File: src/rtl/oam_dma_if.sv
// oam_dma_if: groups the sprite-DMA trigger, the CPU-memory read port, the
// CPU-side PPU register access, the PPU register port and the status outputs.
// The master modport is the DMA engine. The slave modport is its surroundings.
// Optional signal dma_sum exists only when OAM_DMA_CHECKSUM_EN is defined.
interface oam_dma_if;
  logic        trig;
  logic [7:0]  trig_page;
  logic [2:0]  cpu_ppu_address;
  logic [7:0]  cpu_ppu_wdata;
  logic        cpu_ppu_rw;
  logic        cpu_ppu_cs;
  logic [15:0] mem_addr;
  logic        mem_rd;
  logic [7:0]  mem_rdata;
  logic [2:0]  ppu_address;
  logic [7:0]  ppu_wdata;
  logic        ppu_rw;
  logic        ppu_cs;
  logic        cpu_halt;
  logic        busy;
  logic        done;
`ifdef OAM_DMA_CHECKSUM_EN
  logic [7:0]  dma_sum;

  modport master (
    input  trig, trig_page, cpu_ppu_address, cpu_ppu_wdata, cpu_ppu_rw, cpu_ppu_cs, mem_rdata,
    output mem_addr, mem_rd, ppu_address, ppu_wdata, ppu_rw, ppu_cs, cpu_halt, busy, done, dma_sum
  );
  modport slave (
    output trig, trig_page, cpu_ppu_address, cpu_ppu_wdata, cpu_ppu_rw, cpu_ppu_cs, mem_rdata,
    input  mem_addr, mem_rd, ppu_address, ppu_wdata, ppu_rw, ppu_cs, cpu_halt, busy, done, dma_sum
  );
`else
  modport master (
    input  trig, trig_page, cpu_ppu_address, cpu_ppu_wdata, cpu_ppu_rw, cpu_ppu_cs, mem_rdata,
    output mem_addr, mem_rd, ppu_address, ppu_wdata, ppu_rw, ppu_cs, cpu_halt, busy, done
  );
  modport slave (
    output trig, trig_page, cpu_ppu_address, cpu_ppu_wdata, cpu_ppu_rw, cpu_ppu_cs, mem_rdata,
    input  mem_addr, mem_rd, ppu_address, ppu_wdata, ppu_rw, ppu_cs, cpu_halt, busy, done
  );
`endif
endinterface

File: src/rtl/oam_dma.sv
// oam_dma: sprite-DMA engine. A $4014 write (trig) copies one CPU memory page
// into PPU OAM by repeated OAMDATA writes. The CPU is halted during the copy.
// Reads happen only on get cycles (parity 0). Writes happen on put cycles.
// When idle, CPU accesses to the PPU registers pass straight through.
// Optional feature macro: OAM_DMA_CHECKSUM_EN adds dma_sum, the modulo-256 sum
// of the bytes written during the current transfer.
module oam_dma #(
  parameter int unsigned XFER_LEN    = 256,
  parameter logic [2:0]  OAMDATA_REG = 3'd4
) (
  input  logic      clk,
  input  logic      rst_n,
  oam_dma_if.master bus
);

  typedef enum logic [2:0] {
    ST_IDLE  = 3'd0,
    ST_HALT  = 3'd1,
    ST_ALIGN = 3'd2,
    ST_READ  = 3'd3,
    ST_WRITE = 3'd4
  } state_e;

  // The transfer length is a power of two no larger than 256.
  // The index therefore never needs more than 8 bits.
  // The low address byte never carries into the page.
  localparam logic [7:0] IDX_LAST = 8'(XFER_LEN - 32'd1);

  state_e     state_q, state_d;
  logic       parity_q;
  logic [7:0] idx_q, idx_d;
  logic [7:0] page_q, page_d;
  logic       done_q, done_d;

  // Free-running get/put parity: 0 = get cycle, 1 = put cycle.
  always_ff @(posedge clk or negedge rst_n) begin
    if (!rst_n) begin
      parity_q <= 1'b0;
    end else begin
      parity_q <= ~parity_q;
    end
  end

  // Transfer state, byte index, source page and done pulse registers.
  always_ff @(posedge clk or negedge rst_n) begin
    if (!rst_n) begin
      state_q <= ST_IDLE;
      idx_q   <= 8'd0;
      page_q  <= 8'd0;
      done_q  <= 1'b0;
    end else begin
      state_q <= state_d;
      idx_q   <= idx_d;
      page_q  <= page_d;
      done_q  <= done_d;
    end
  end

  // Next-state logic. A trigger is accepted only in IDLE, so a trigger that
  // arrives while a copy is running is dropped rather than queued.
  always_comb begin
    state_d = state_q;
    idx_d   = idx_q;
    page_d  = page_q;
    done_d  = 1'b0;
    case (state_q)
      ST_IDLE: begin
        if (bus.trig) begin
          page_d  = bus.trig_page;
          idx_d   = 8'd0;
          state_d = ST_HALT;
        end else begin
          state_d = ST_IDLE;
        end
      end
      ST_HALT: begin
        // parity_q=1 now means the next cycle is a get cycle.
        if (parity_q) begin
          state_d = ST_READ;
        end else begin
          state_d = ST_ALIGN;
        end
      end
      ST_ALIGN: begin
        state_d = ST_READ;
      end
      ST_READ: begin
        state_d = ST_WRITE;
      end
      ST_WRITE: begin
        if (idx_q == IDX_LAST) begin
          state_d = ST_IDLE;
          done_d  = 1'b1;
        end else begin
          idx_d   = idx_q + 8'd1;
          state_d = ST_READ;
        end
      end
      default: begin
        state_d = ST_IDLE;
      end
    endcase
  end

  // Memory read port and status outputs, decoded from the registered state.
  always_comb begin
    bus.mem_addr = {page_q, idx_q};
    bus.mem_rd   = (state_q == ST_READ);
    bus.cpu_halt = (state_q != ST_IDLE);
    bus.busy     = (state_q != ST_IDLE);
    bus.done     = done_q;
  end

  // PPU port multiplexer. The port passes CPU accesses through in IDLE and HALT.
  // It is quiet in ALIGN and READ. It writes OAMDATA in WRITE.
  always_comb begin
    bus.ppu_address = bus.cpu_ppu_address;
    bus.ppu_wdata   = bus.cpu_ppu_wdata;
    bus.ppu_rw      = bus.cpu_ppu_rw;
    bus.ppu_cs      = bus.cpu_ppu_cs;
    case (state_q)
      ST_IDLE, ST_HALT: begin
        bus.ppu_address = bus.cpu_ppu_address;
        bus.ppu_wdata   = bus.cpu_ppu_wdata;
        bus.ppu_rw      = bus.cpu_ppu_rw;
        bus.ppu_cs      = bus.cpu_ppu_cs;
      end
      ST_WRITE: begin
        bus.ppu_address = OAMDATA_REG;
        bus.ppu_wdata   = bus.mem_rdata;
        bus.ppu_rw      = 1'b0;
        bus.ppu_cs      = 1'b1;
      end
      default: begin
        bus.ppu_address = 3'd0;
        bus.ppu_wdata   = 8'd0;
        bus.ppu_rw      = 1'b1;
        bus.ppu_cs      = 1'b0;
      end
    endcase
  end

`ifdef OAM_DMA_CHECKSUM_EN
  logic [7:0] sum_q, sum_d;

  // Checksum update. The sum clears when a trigger is accepted. Each OAMDATA
  // byte is added as it is written. After the copy, the sum holds its value.
  always_comb begin
    sum_d = sum_q;
    if ((state_q == ST_IDLE) && bus.trig) begin
      sum_d = 8'd0;
    end else if (state_q == ST_WRITE) begin
      sum_d = sum_q + bus.mem_rdata;
    end else begin
      sum_d = sum_q;
    end
  end

  // Checksum register.
  always_ff @(posedge clk or negedge rst_n) begin
    if (!rst_n) begin
      sum_q <= 8'd0;
    end else begin
      sum_q <= sum_d;
    end
  end

  assign bus.dma_sum = sum_q;
`endif

endmodule
File: src/flat_wrapper.sv
// flat-port wrapper written by rule: the top's interface ports become plain ports
module oam_dma_flat 
#(
  parameter int unsigned XFER_LEN    = 256,
  parameter logic [2:0]  OAMDATA_REG = 3'd4
)
  (clk, rst_n, bus_trig, bus_trig_page, bus_cpu_ppu_address, bus_cpu_ppu_wdata, bus_cpu_ppu_rw, bus_cpu_ppu_cs, bus_mem_rdata, bus_mem_addr, bus_mem_rd, bus_ppu_address, bus_ppu_wdata, bus_ppu_rw, bus_ppu_cs, bus_cpu_halt, bus_busy, bus_done);
  oam_dma_if bus_i ();
  input  logic clk;
  input  logic rst_n;
  input wire logic [$bits(bus_i.trig)-1:0] bus_trig;
  input wire logic [$bits(bus_i.trig_page)-1:0] bus_trig_page;
  input wire logic [$bits(bus_i.cpu_ppu_address)-1:0] bus_cpu_ppu_address;
  input wire logic [$bits(bus_i.cpu_ppu_wdata)-1:0] bus_cpu_ppu_wdata;
  input wire logic [$bits(bus_i.cpu_ppu_rw)-1:0] bus_cpu_ppu_rw;
  input wire logic [$bits(bus_i.cpu_ppu_cs)-1:0] bus_cpu_ppu_cs;
  input wire logic [$bits(bus_i.mem_rdata)-1:0] bus_mem_rdata;
  output wire logic [$bits(bus_i.mem_addr)-1:0] bus_mem_addr;
  output wire logic [$bits(bus_i.mem_rd)-1:0] bus_mem_rd;
  output wire logic [$bits(bus_i.ppu_address)-1:0] bus_ppu_address;
  output wire logic [$bits(bus_i.ppu_wdata)-1:0] bus_ppu_wdata;
  output wire logic [$bits(bus_i.ppu_rw)-1:0] bus_ppu_rw;
  output wire logic [$bits(bus_i.ppu_cs)-1:0] bus_ppu_cs;
  output wire logic [$bits(bus_i.cpu_halt)-1:0] bus_cpu_halt;
  output wire logic [$bits(bus_i.busy)-1:0] bus_busy;
  output wire logic [$bits(bus_i.done)-1:0] bus_done;
  assign bus_i.trig = bus_trig;
  assign bus_i.trig_page = bus_trig_page;
  assign bus_i.cpu_ppu_address = bus_cpu_ppu_address;
  assign bus_i.cpu_ppu_wdata = bus_cpu_ppu_wdata;
  assign bus_i.cpu_ppu_rw = bus_cpu_ppu_rw;
  assign bus_i.cpu_ppu_cs = bus_cpu_ppu_cs;
  assign bus_i.mem_rdata = bus_mem_rdata;
  assign bus_mem_addr = bus_i.mem_addr;
  assign bus_mem_rd = bus_i.mem_rd;
  assign bus_ppu_address = bus_i.ppu_address;
  assign bus_ppu_wdata = bus_i.ppu_wdata;
  assign bus_ppu_rw = bus_i.ppu_rw;
  assign bus_ppu_cs = bus_i.ppu_cs;
  assign bus_cpu_halt = bus_i.cpu_halt;
  assign bus_busy = bus_i.busy;
  assign bus_done = bus_i.done;
  oam_dma #(.XFER_LEN(XFER_LEN), .OAMDATA_REG(OAMDATA_REG)) u_core (.clk(clk), .rst_n(rst_n), .bus(bus_i));
endmodule
File: config.mk
export PLATFORM = sky130hd
export DESIGN_NAME = oam_dma_flat
export DESIGN_NICKNAME = d
export VERILOG_FILES = /design/src/rtl/oam_dma_if.sv /design/src/rtl/oam_dma.sv /design/src/flat_wrapper.sv
export SDC_FILE = /design/constraint.sdc
export NUM_CORES = 1
export LEC_CHECK = 0
export CAP_MARGIN = 20
export CORE_MARGIN = 5
export CORE_UTILIZATION = 40
export DETAILED_ROUTE_END_ITERATION = 16
export DONT_BUFFER_PORTS = 1
export PLACE_DENSITY = 0.65
export SYNTH_ARGS = -nofsm -noshare
export SYNTH_HDL_FRONTEND = slang
export SYNTH_SLANG_ARGS = --single-unit
File: constraint.sdc
create_clock -name clk -period 2.95 [get_ports clk]
set_clock_uncertainty 0.2 [all_clocks]
set_input_delay 0.59 -clock clk [delete_from_list [all_inputs] [get_ports clk]]
set_output_delay 0.59 -clock clk [all_outputs]
set_load 0.02 [all_outputs]
==> results of run 1 <==
-- final timing paths --
kind,to,cells after the start
setup / recovery,bus_ppu_wdata[3],2
hold / removal,u_core.page_q[6]$_DFFE_PN0P_,2
setup reg to reg,u_core.idx_q[5]$_DFFE_PN0P_,4
hold reg to reg,u_core.parity_q$_DFF_PN0_,1
max in group asynchronous,u_core.idx_q[5]$_DFFE_PN0P_,2
min in group asynchronous,u_core.page_q[0]$_DFFE_PN0P_,1
-- cells in the mapped netlist --
cell and number:
nand3b_1 1, buf_6 1, nor4b_4 1, clkbuf_1 2
o21ai_0 10, and4_1 1, a22o_1 9, a21oi_1 1
a32o_1 1, o211ai_1 1, a21o_1 2, nand3_1 7
nor2_1 5, xnor2_1 2, buf_2 2, xor2_1 1
mux2_4 1, nand2_1 33, mux2_2 1, ha_1 1
dfrtp_1 21, buf_4 2, o31a_1 1, o21ai_2 1
nor3_1 3, and3_1 2, nor2b_1 1, or3_1 1
nor3b_4 1, o22ai_1 1, and2_1 5, inv_1 3
nand4_1 1
-- where the power goes --
group	switching, W	total (W)	internal (W)
sequential	0.0000109	0.000304	0.000293
clock	0.0000925	0.000144	0.0000518
combinational	0.0000185	0.0000302	0.0000117
-- logic make-up (layout without fill, tap and decap cells) --
logic type               Yosys count  count (layout)  synth area share (%)
XOR/XNOR                           3               3                  2.29
AO/OA/AOI/OAI                     27              27                  16.5
multiplexers                       2               2                  2.28
buffers and inverters             10              10                  4.79
flip-flops                        21              21                  45.7
adder cells (fa/ha/maj)            1               1                  1.09
AND/OR/NAND/NOR                   62              62                  27.3
-- registers in the layout, summed over array words and instances, names as in the netlist --
name / count
u_core.parity_q: 1
u_core.bus.done: 1
u_core.state_q: 3
u_core.page_q: 8
u_core.idx_q: 8
-- layout make-up --
class	count	area [um2]	share of cell area, %
clock buffers	3	22.5	1.85
clock inverters	1	7.51	0.615
inverters	3	11.3	0.923
well taps	31	38.8	3.18
flip-flops and latches	21	526	43.1
multi-input cells	95	569	46.7
repair buffers	3	45.0	3.69
-- critical path: cells and delay by family, from the launching register on --
family	cells	cell delay [ns]
AND/OR/NAND/NOR	1	0.57
AO/OA/AOI/OAI	1	0.37
flip-flops	1	0.54
-- per-stage QoR --
stage,std cells,util [%]
2_1_floorplan,126,-
3_3_place_gp,151,41.8
3_5_place_dp,151,41.8
4_1_cts,156,43.2
5_1_grt,157,44.2
6_report,157,44.2
-- metal layers --
layer	part of all wire (%)	global-route usage, %	vias up	wire length (um)
li1	-	-	438	-
met1	39	14.3	423	1010
met2	49	21.7	55	1280
met4	2.2	7.79	0	57
met3	10	4.26	4	264
met5	0	0	-	0
==> flow_summary.json, run 1 <==
{
  "critical_path_class": "reg2out",
  "gr-total-overflow": 0,
  "drt_first_pass_iters": 4,
  "cp_slowest_cell": "nor2_1",
  "wl_per_cell_um": 16.7,
  "power.total_w": 0.000479,
  "ys_seq_area_share_pct": 45.7,
  "synth.distinct_cells": 33,
  "drive_above_1_share_pct": 8.73,
  "tightest_slew_ns": 0.643,
  "critPathMaxFanout": 13,
  "hp-start": "bus_trig_page[6]",
  "die_h_um": 63.6,
  "num_rows": 19,
  "place_ws_ns": 0.688,
  "portBuffers": 0,
  "slew_headroom_pct": 57.0,
  "start_util_pct": 41.7,
  "viasPerCell": 5.86,
  "status": "completed",
  "yosys_warnings": 0,
  "critPathArrivalTime_ns": 1.80,
  "antenna_found_initial": 0,
  "cp-startpoint": "u_core.state_q[1]$_DFF_PN0_",
  "synthTopCellsByArea": "dfrtp_1 46%, nand2_1 11%, a22o_1 6.9%",
  "finalSetupTns_ns": 0,
  "layout_common_cells": "33 x nand2_1, 21 x dfrtp_1, 10 x o21ai_0",
  "cts_setup_buffers": 0,
  "vias": 920,
  "hold_class": "in2reg",
  "crit_required_ns": 2.16,
  "num-fill-cells": 258,
  "cts_buffer_depth": 2,
  "antenna_left": 0,
  "max_stage_delay_ns": 0.57,
  "syn_area_per_cell_um2": 9.13,
  "fin_crit_ns": 2.59,
  "insertion_delay_ns": 0.31,
  "vdd_drop_max_v": 0.000211,
  "r2r_start": "u_core.state_q[1]$_DFF_PN0_",
  "setup_violations": 0,
  "root_buffer": "clkbuf_4",
  "cts_hold_buf": 1,
  "clock_sinks": 21,
  "grt_pass1_wl_mm": 4.15,
  "cts_made_buffers": 3,
  "r2r_setup_slack_ns": 0.70,
  "leakagePower_nw": 0.572,
  "grt_max_degree": 22,
  "fin_nets": 160,
  "hold_slack_ns": 0.171,
  "dpl_cell_area_um2": 1150,
  "fin_area_um2": 1220,
  "num_antenna_cells": 0,
  "cts_tree": "yes",
  "synth_top_area_share_pct": 45.7,
  "place_congestion": 0.753,
  "drc": 0,
  "clkTransAtPathRegs_ns": 0.12,
  "worst_slack_ns": 0.358,
  "synthCells": 126,
  "cp_cell_sequence": "nor2_1, a22o_1",
  "place_hpwl_mm": 2.02,
  "netlist_area_um2": 1150,
  "coreArea_um2": 2760,
  "areaGrowthSynthToFinish_pct": 6.09,
  "clock.fmax_mhz": 386,
  "endpoint_kind": "primary output",
  "htree_levels": 1,
  "maxCapViolations": 0,
  "die_area_um2": 4050,
  "fp.dieW_um": 63.6,
  "rsz0062_at_grt": "false",
  "final_common_cell": "nand2_1",
  "dr.first_iter.drc_count": 18,
  "finalCritPeriodShare_pct": 87.9,
  "grt_pass1_vias": 877,
  "start_kind": "flip-flop",
  "drv_slew": 0,
  "cts_resized": 0,
  "ys_ff_latch": 21,
  "hold_viol": 0,
  "powerDensity_nw_per_um2": 392,
  "grt.total_usage_pct": 13.1,
  "ioPinCount": 65,
  "yosysTopAreaCell": "dfrtp_1",
  "synth_nets": 159,
  "drt-total-wl_mm": 2.62
}
No activity file was read; power rests on OpenSTA's default activity.
==> run 2: changes to the inputs <==
- REMOVE_ABC_BUFFERS: unset -> 1
==> flow_summary.json, run 2 (synthesis results as in run 1) <==
{
  "hp-start": "bus_trig_page[5]",
  "cts_setup_buffers": 0,
  "drv_slew": 0,
  "die_h_um": 63.6,
  "powerDensity_nw_per_um2": 394,
  "r2r-end": "u_core.idx_q[5]$_DFFE_PN0P_",
  "rsz0062_at_grt": "false",
  "areaGrowthSynthToFinish_pct": 4.79,
  "wl_per_cell_um": 18.1,
  "dr.first_iter.drc_count": 20,
  "endpoint_kind": "primary output",
  "portBuffers": 0,
  "cts_buffer_depth": 2,
  "drc": 0,
  "reg.largest.list": "u_core.idx_q (8), u_core.page_q (8), u_core.state_q (3)",
  "coreArea_um2": 2760,
  "cts_made_buffers": 3,
  "power.total_w": 0.000475,
  "critical_path_class": "reg2out",
  "fp.dieW_um": 63.6,
  "insertion_delay_ns": 0.31,
  "clock_sinks": 21,
  "num_antenna_cells": 0,
  "num_rows": 19,
  "antenna_found_initial": 0,
  "power_frac_comb_pct": 5.8,
  "place_hpwl_mm": 2.24,
  "start_util_pct": 41.7,
  "dp_cells": 151,
  "ioPinCount": 65,
  "start_kind": "flip-flop",
  "p_sw_share_pct": 25.6,
  "clkTransAtPathRegs_ns": 0.13,
  "final_common_cell": "nand2_1",
  "critPathArrivalTime_ns": 1.73,
  "fin_nets": 160,
  "root_buffer": "clkbuf_4",
  "hold_end": "u_core.page_q[5]$_DFFE_PN0P_",
  "vias": 891,
  "cts_hold_buf": 1,
  "cts_tree": "yes",
  "viasPerCell": 5.68,
  "clock.fmax_mhz": 397,
  "r2r_setup_slack_ns": 0.79,
  "vdd_drop_max_v": 0.000208,
  "slew_headroom_pct": 57.3,
  "drive_above_1_share_pct": 8.73,
  "place_congestion": 0.754,
  "power_switching_w": 0.000121,
  "cp-startpoint": "u_core.state_q[2]$_DFF_PN0_",
  "gr-total-overflow": 0,
  "r2r_start": "u_core.idx_q[0]$_DFFE_PN0P_",
  "tightest_slew_ns": 0.639,
  "p_int_w": 0.000354,
  "maxCapViolations": 0,
  "finalCritPeriodShare_pct": 85.3,
  "hold_path_depth": 2,
  "antenna_left": 0,
  "status": "completed",
  "hold_class": "in2reg",
  "cts_resized": 0,
  "critPathMaxFanout": 15,
  "die_area_um2": 4050,
  "pwr-share-clk_pct": 30.1,
  "hold_viol": 0,
  "seq_power_share_pct": 64.1,
  "drt-total-wl_mm": 2.84,
  "layout_common_cells": "33 x nand2_1, 21 x dfrtp_1, 10 x o21ai_0",
  "grt_pass1_wl_mm": 4.26,
  "crit_required_ns": 2.16,
  "grt.total_usage_pct": 13.7,
  "setup_violations": 0,
  "grt_pass1_vias": 877,
  "fin_cells": 157,
  "fin_crit_ns": 2.52,
  "leakagePower_nw": 0.572,
  "grt_max_degree": 22,
  "drt_first_pass_iters": 2,
  "finalSetupTns_ns": 0,
  "r2r_cells": 5,
  "htree_levels": 1
}
run 2: changes by cell type in the layout (fill, tap and decap cells not counted), sizes merged:
cell      delta
clkinv       +1
clkinvlp     -1
run 2: critical path, stage by stage, from the launching register on:
cell	delay, ns
dfrtp_1	0.54
nor3b_4	0.55
a22o_1	0.34
run 2: per-stage QoR:
| step | instance area [um2] | setup slack [ns] | utilization (%) | hold slack (ns) |
|---|---|---|---|---|
| final | 1200 | 0.434 | 43.7 | 0.176 |
| after global routing | 1200 | 0.269 | 43.7 | 0.163 |
| after CTS | 1190 | 0.399 | 43.1 | 0.172 |
| after detailed placement | 1150 | 0.754 | 41.8 | 0.0949 |
| after global placement | 1150 | 0.799 | 41.8 | 0.0950 |
| after floorplan | 1110 | 0.752 | - | 0.0944 |
run 2: layout make-up:
cell class	instances	area, um2
Fill cell	269	1550
Multi-Input combinational cell	95	569
Sequential cell	21	526
Tap cell	31	38.8
Timing Repair Buffer	3	32.5
Clock buffer	3	22.5
Inverter	3	11.3
Clock inverter	1	5.00
run 2: metal layers:
layer  vias up  GRT usage, %  wire, um
met5         -             0         0
met3         4          3.73       259
met4         0          5.19        32
met2        56          24.4      1440
li1        437             -         -
met1       394          15.2      1110
run 2: worst max-delay path by stage:
| stage | endpoint | slack, ns |
|---|---|---|
| 2_1_floorplan | u_core.idx_q[5]$_DFFE_PN0P_ | 0.75 |
| 3_3_place_gp | bus_ppu_wdata[2] | 0.80 |
| 3_5_place_dp | bus_ppu_wdata[6] | 0.75 |
| 4_1_cts | bus_ppu_wdata[6] | 0.40 |
| 5_1_grt | bus_ppu_wdata[0] | 0.27 |
| 6_report | bus_ppu_wdata[2] | 0.43 |
run 2: power by group through the flow:
stage | registers [W] | clock network (W) | logic (W)
final | 0.000305 | 0.000143 | 0.0000274
after global routing | 0.000305 | 0.000162 | 0.0000303
after CTS | 0.000305 | 0.000148 | 0.0000259
after detailed placement | 0.000310 | 0 | 0.0000194
after global placement | 0.000310 | 0 | 0.0000187
after floorplan | 0.000309 | 0 | 0.0000177
==> run 3: changes to the inputs <==
- CORE_UTILIZATION: 40 -> 60
- PLACE_DENSITY: 0.65 -> 0.87
- clock period: 2.95 -> 3.2 ns (I/O delays scaled with it)
==> flow_summary.json, run 3 (synthesis results as in run 1) <==
{
  "cts_buffer_depth": 2,
  "cts_resized": 0,
  "htree_levels": 1,
  "crit_required_ns": 2.36,
  "slew_headroom_pct": 35.7,
  "root_buffer": "clkbuf_4",
  "antenna_found_initial": 0,
  "clock_sinks": 21,
  "tightest_slew_ns": 0.961,
  "drive_above_1_share_pct": 8.00,
  "vdd_drop_max_v": 0.000309,
  "gr-total-overflow": 0,
  "cts_made_buffers": 3,
  "place_hpwl_mm": 2.34,
  "cts_tree": "yes",
  "clkTransAtPathRegs_ns": 0.11,
  "hold_class": "reg2reg",
  "areaGrowthSynthToFinish_pct": 2.83,
  "num_rows": 15,
  "setup_violations": 0,
  "coreArea_um2": 1780,
  "cts_setup_buffers": 0,
  "endpoint_kind": "primary output",
  "insertion_delay_ns": 0.30,
  "num-fill-cells": 153,
  "reg.largest.list": "u_core.idx_q (8), u_core.page_q (8), u_core.state_q (3)",
  "place_congestion": 0.808,
  "num_antenna_cells": 0,
  "leakagePower_nw": 0.565,
  "wl_per_cell_um": 20.0,
  "finalSetupTns_ns": 0,
  "die_h_um": 53.8,
  "fp.dieW_um": 53.8,
  "grt_pass1_vias": 918,
  "drv_slew": 0,
  "rsz0062_at_grt": "false",
  "vias": 935,
  "clock.fmax_mhz": 382,
  "viasPerCell": 6.23,
  "start_util_pct": 64.5,
  "drt-total-wl_mm": 2.99,
  "fin_nets": 159,
  "powerDensity_nw_per_um2": 364,
  "drc": 0,
  "grt_max_degree": 22,
  "dr.first_iter.drc_count": 13,
  "drt_first_pass_iters": 4,
  "grt_pass1_wl_mm": 4.41,
  "dpl_cell_area_um2": 1140,
  "maxCapViolations": 0,
  "hold_viol": 0,
  "fin_crit_ns": 2.62,
  "status": "completed",
  "antenna_left": 0,
  "grt.total_usage_pct": 21.9,
  "fin_util_pct": 66.3,
  "final_common_cell": "nand2_1",
  "ioPinCount": 65,
  "critPathArrivalTime_ns": 1.78,
  "hold_slack_ns": 0.227,
  "finalCritPeriodShare_pct": 81.9,
  "critical_path_class": "reg2out",
  "layout_common_cells": "33 x nand2_1, 21 x dfrtp_1, 10 x o21ai_0",
  "portBuffers": 0,
  "fin_area_um2": 1180,
  "start_kind": "flip-flop",
  "critPathMaxFanout": 15,
  "die_area_um2": 2890
}
## run 3: cell count changes in the layout (fill, tap and decap cells not counted)
| cell | before | now |
|---|---|---|
| buf_8 | 1 | 0 |
## run 3: final timing paths
path / startpoint / endpoint / depth (start not counted) / slack, ns
min in group asynchronous: rst_n / u_core.idx_q[2]$_DFFE_PN0P_ / 1 / 0.72
max in group asynchronous: rst_n / u_core.page_q[6]$_DFFE_PN0P_ / 1 / 1.50
min: u_core.parity_q$_DFF_PN0_ / u_core.parity_q$_DFF_PN0_ / 1 / 0.23
max reg2reg: u_core.idx_q[0]$_DFFE_PN0P_ / u_core.idx_q[5]$_DFFE_PN0P_ / 5 / 0.99
max: u_core.state_q[2]$_DFF_PN0_ / bus_ppu_wdata[4] / 2 / 0.58
min reg2reg: u_core.parity_q$_DFF_PN0_ / u_core.parity_q$_DFF_PN0_ / 1 / 0.23
## run 3: what timing repair did
item                                    CTS  global route
endpoints found under the setup margin    0             0
hold endpoints to repair                 21             0
hold buffers                              1             0
## run 3: worst max-delay path: stages (launching register included)
cell and delay (ns):
dfrtp_1 0.56, nor3b_4 0.57, a22o_1 0.35
## run 3: area by class of cell
class / instances / area, um2 / share of cell area [%]
well taps: 25 / 31.3 / 2.65
multi-input cells: 95 / 569 / 48.1
clock buffers: 3 / 22.5 / 1.90
repair buffers: 2 / 17.5 / 1.48
flip-flops and latches: 21 / 526 / 44.4
inverters: 3 / 11.3 / 0.952
clock inverters: 1 / 5.00 / 0.423
## run 3: routing by layer
layer	GRT usage, %	routed length [um]
met3	5.82	416
met4	9.36	51
met5	0	0
met2	37.9	1470
met1	25.0	1060
## run 3: per-stage QoR
stage / power (W) / cells / setup WS [ns]
final: 0.000431 / 150 / 0.580
after global routing: 0.000450 / 150 / 0.477
after CTS: 0.000437 / 150 / 0.589
after detailed placement: 0.000304 / 145 / 0.943
after global placement: 0.000303 / 145 / 1.01
after floorplan: 0.000301 / 119 / 1.00
## run 3: power breakdown
group / leakage, nW / switching (W) / internal (W)
combinational: 0.296 / 0.0000166 / 0.00000728
sequential: 0.251 / 0.0000101 / 0.000270
clock: 0.0177 / 0.0000797 / 0.0000466
total: 0.565 / 0.000106 / 0.000324
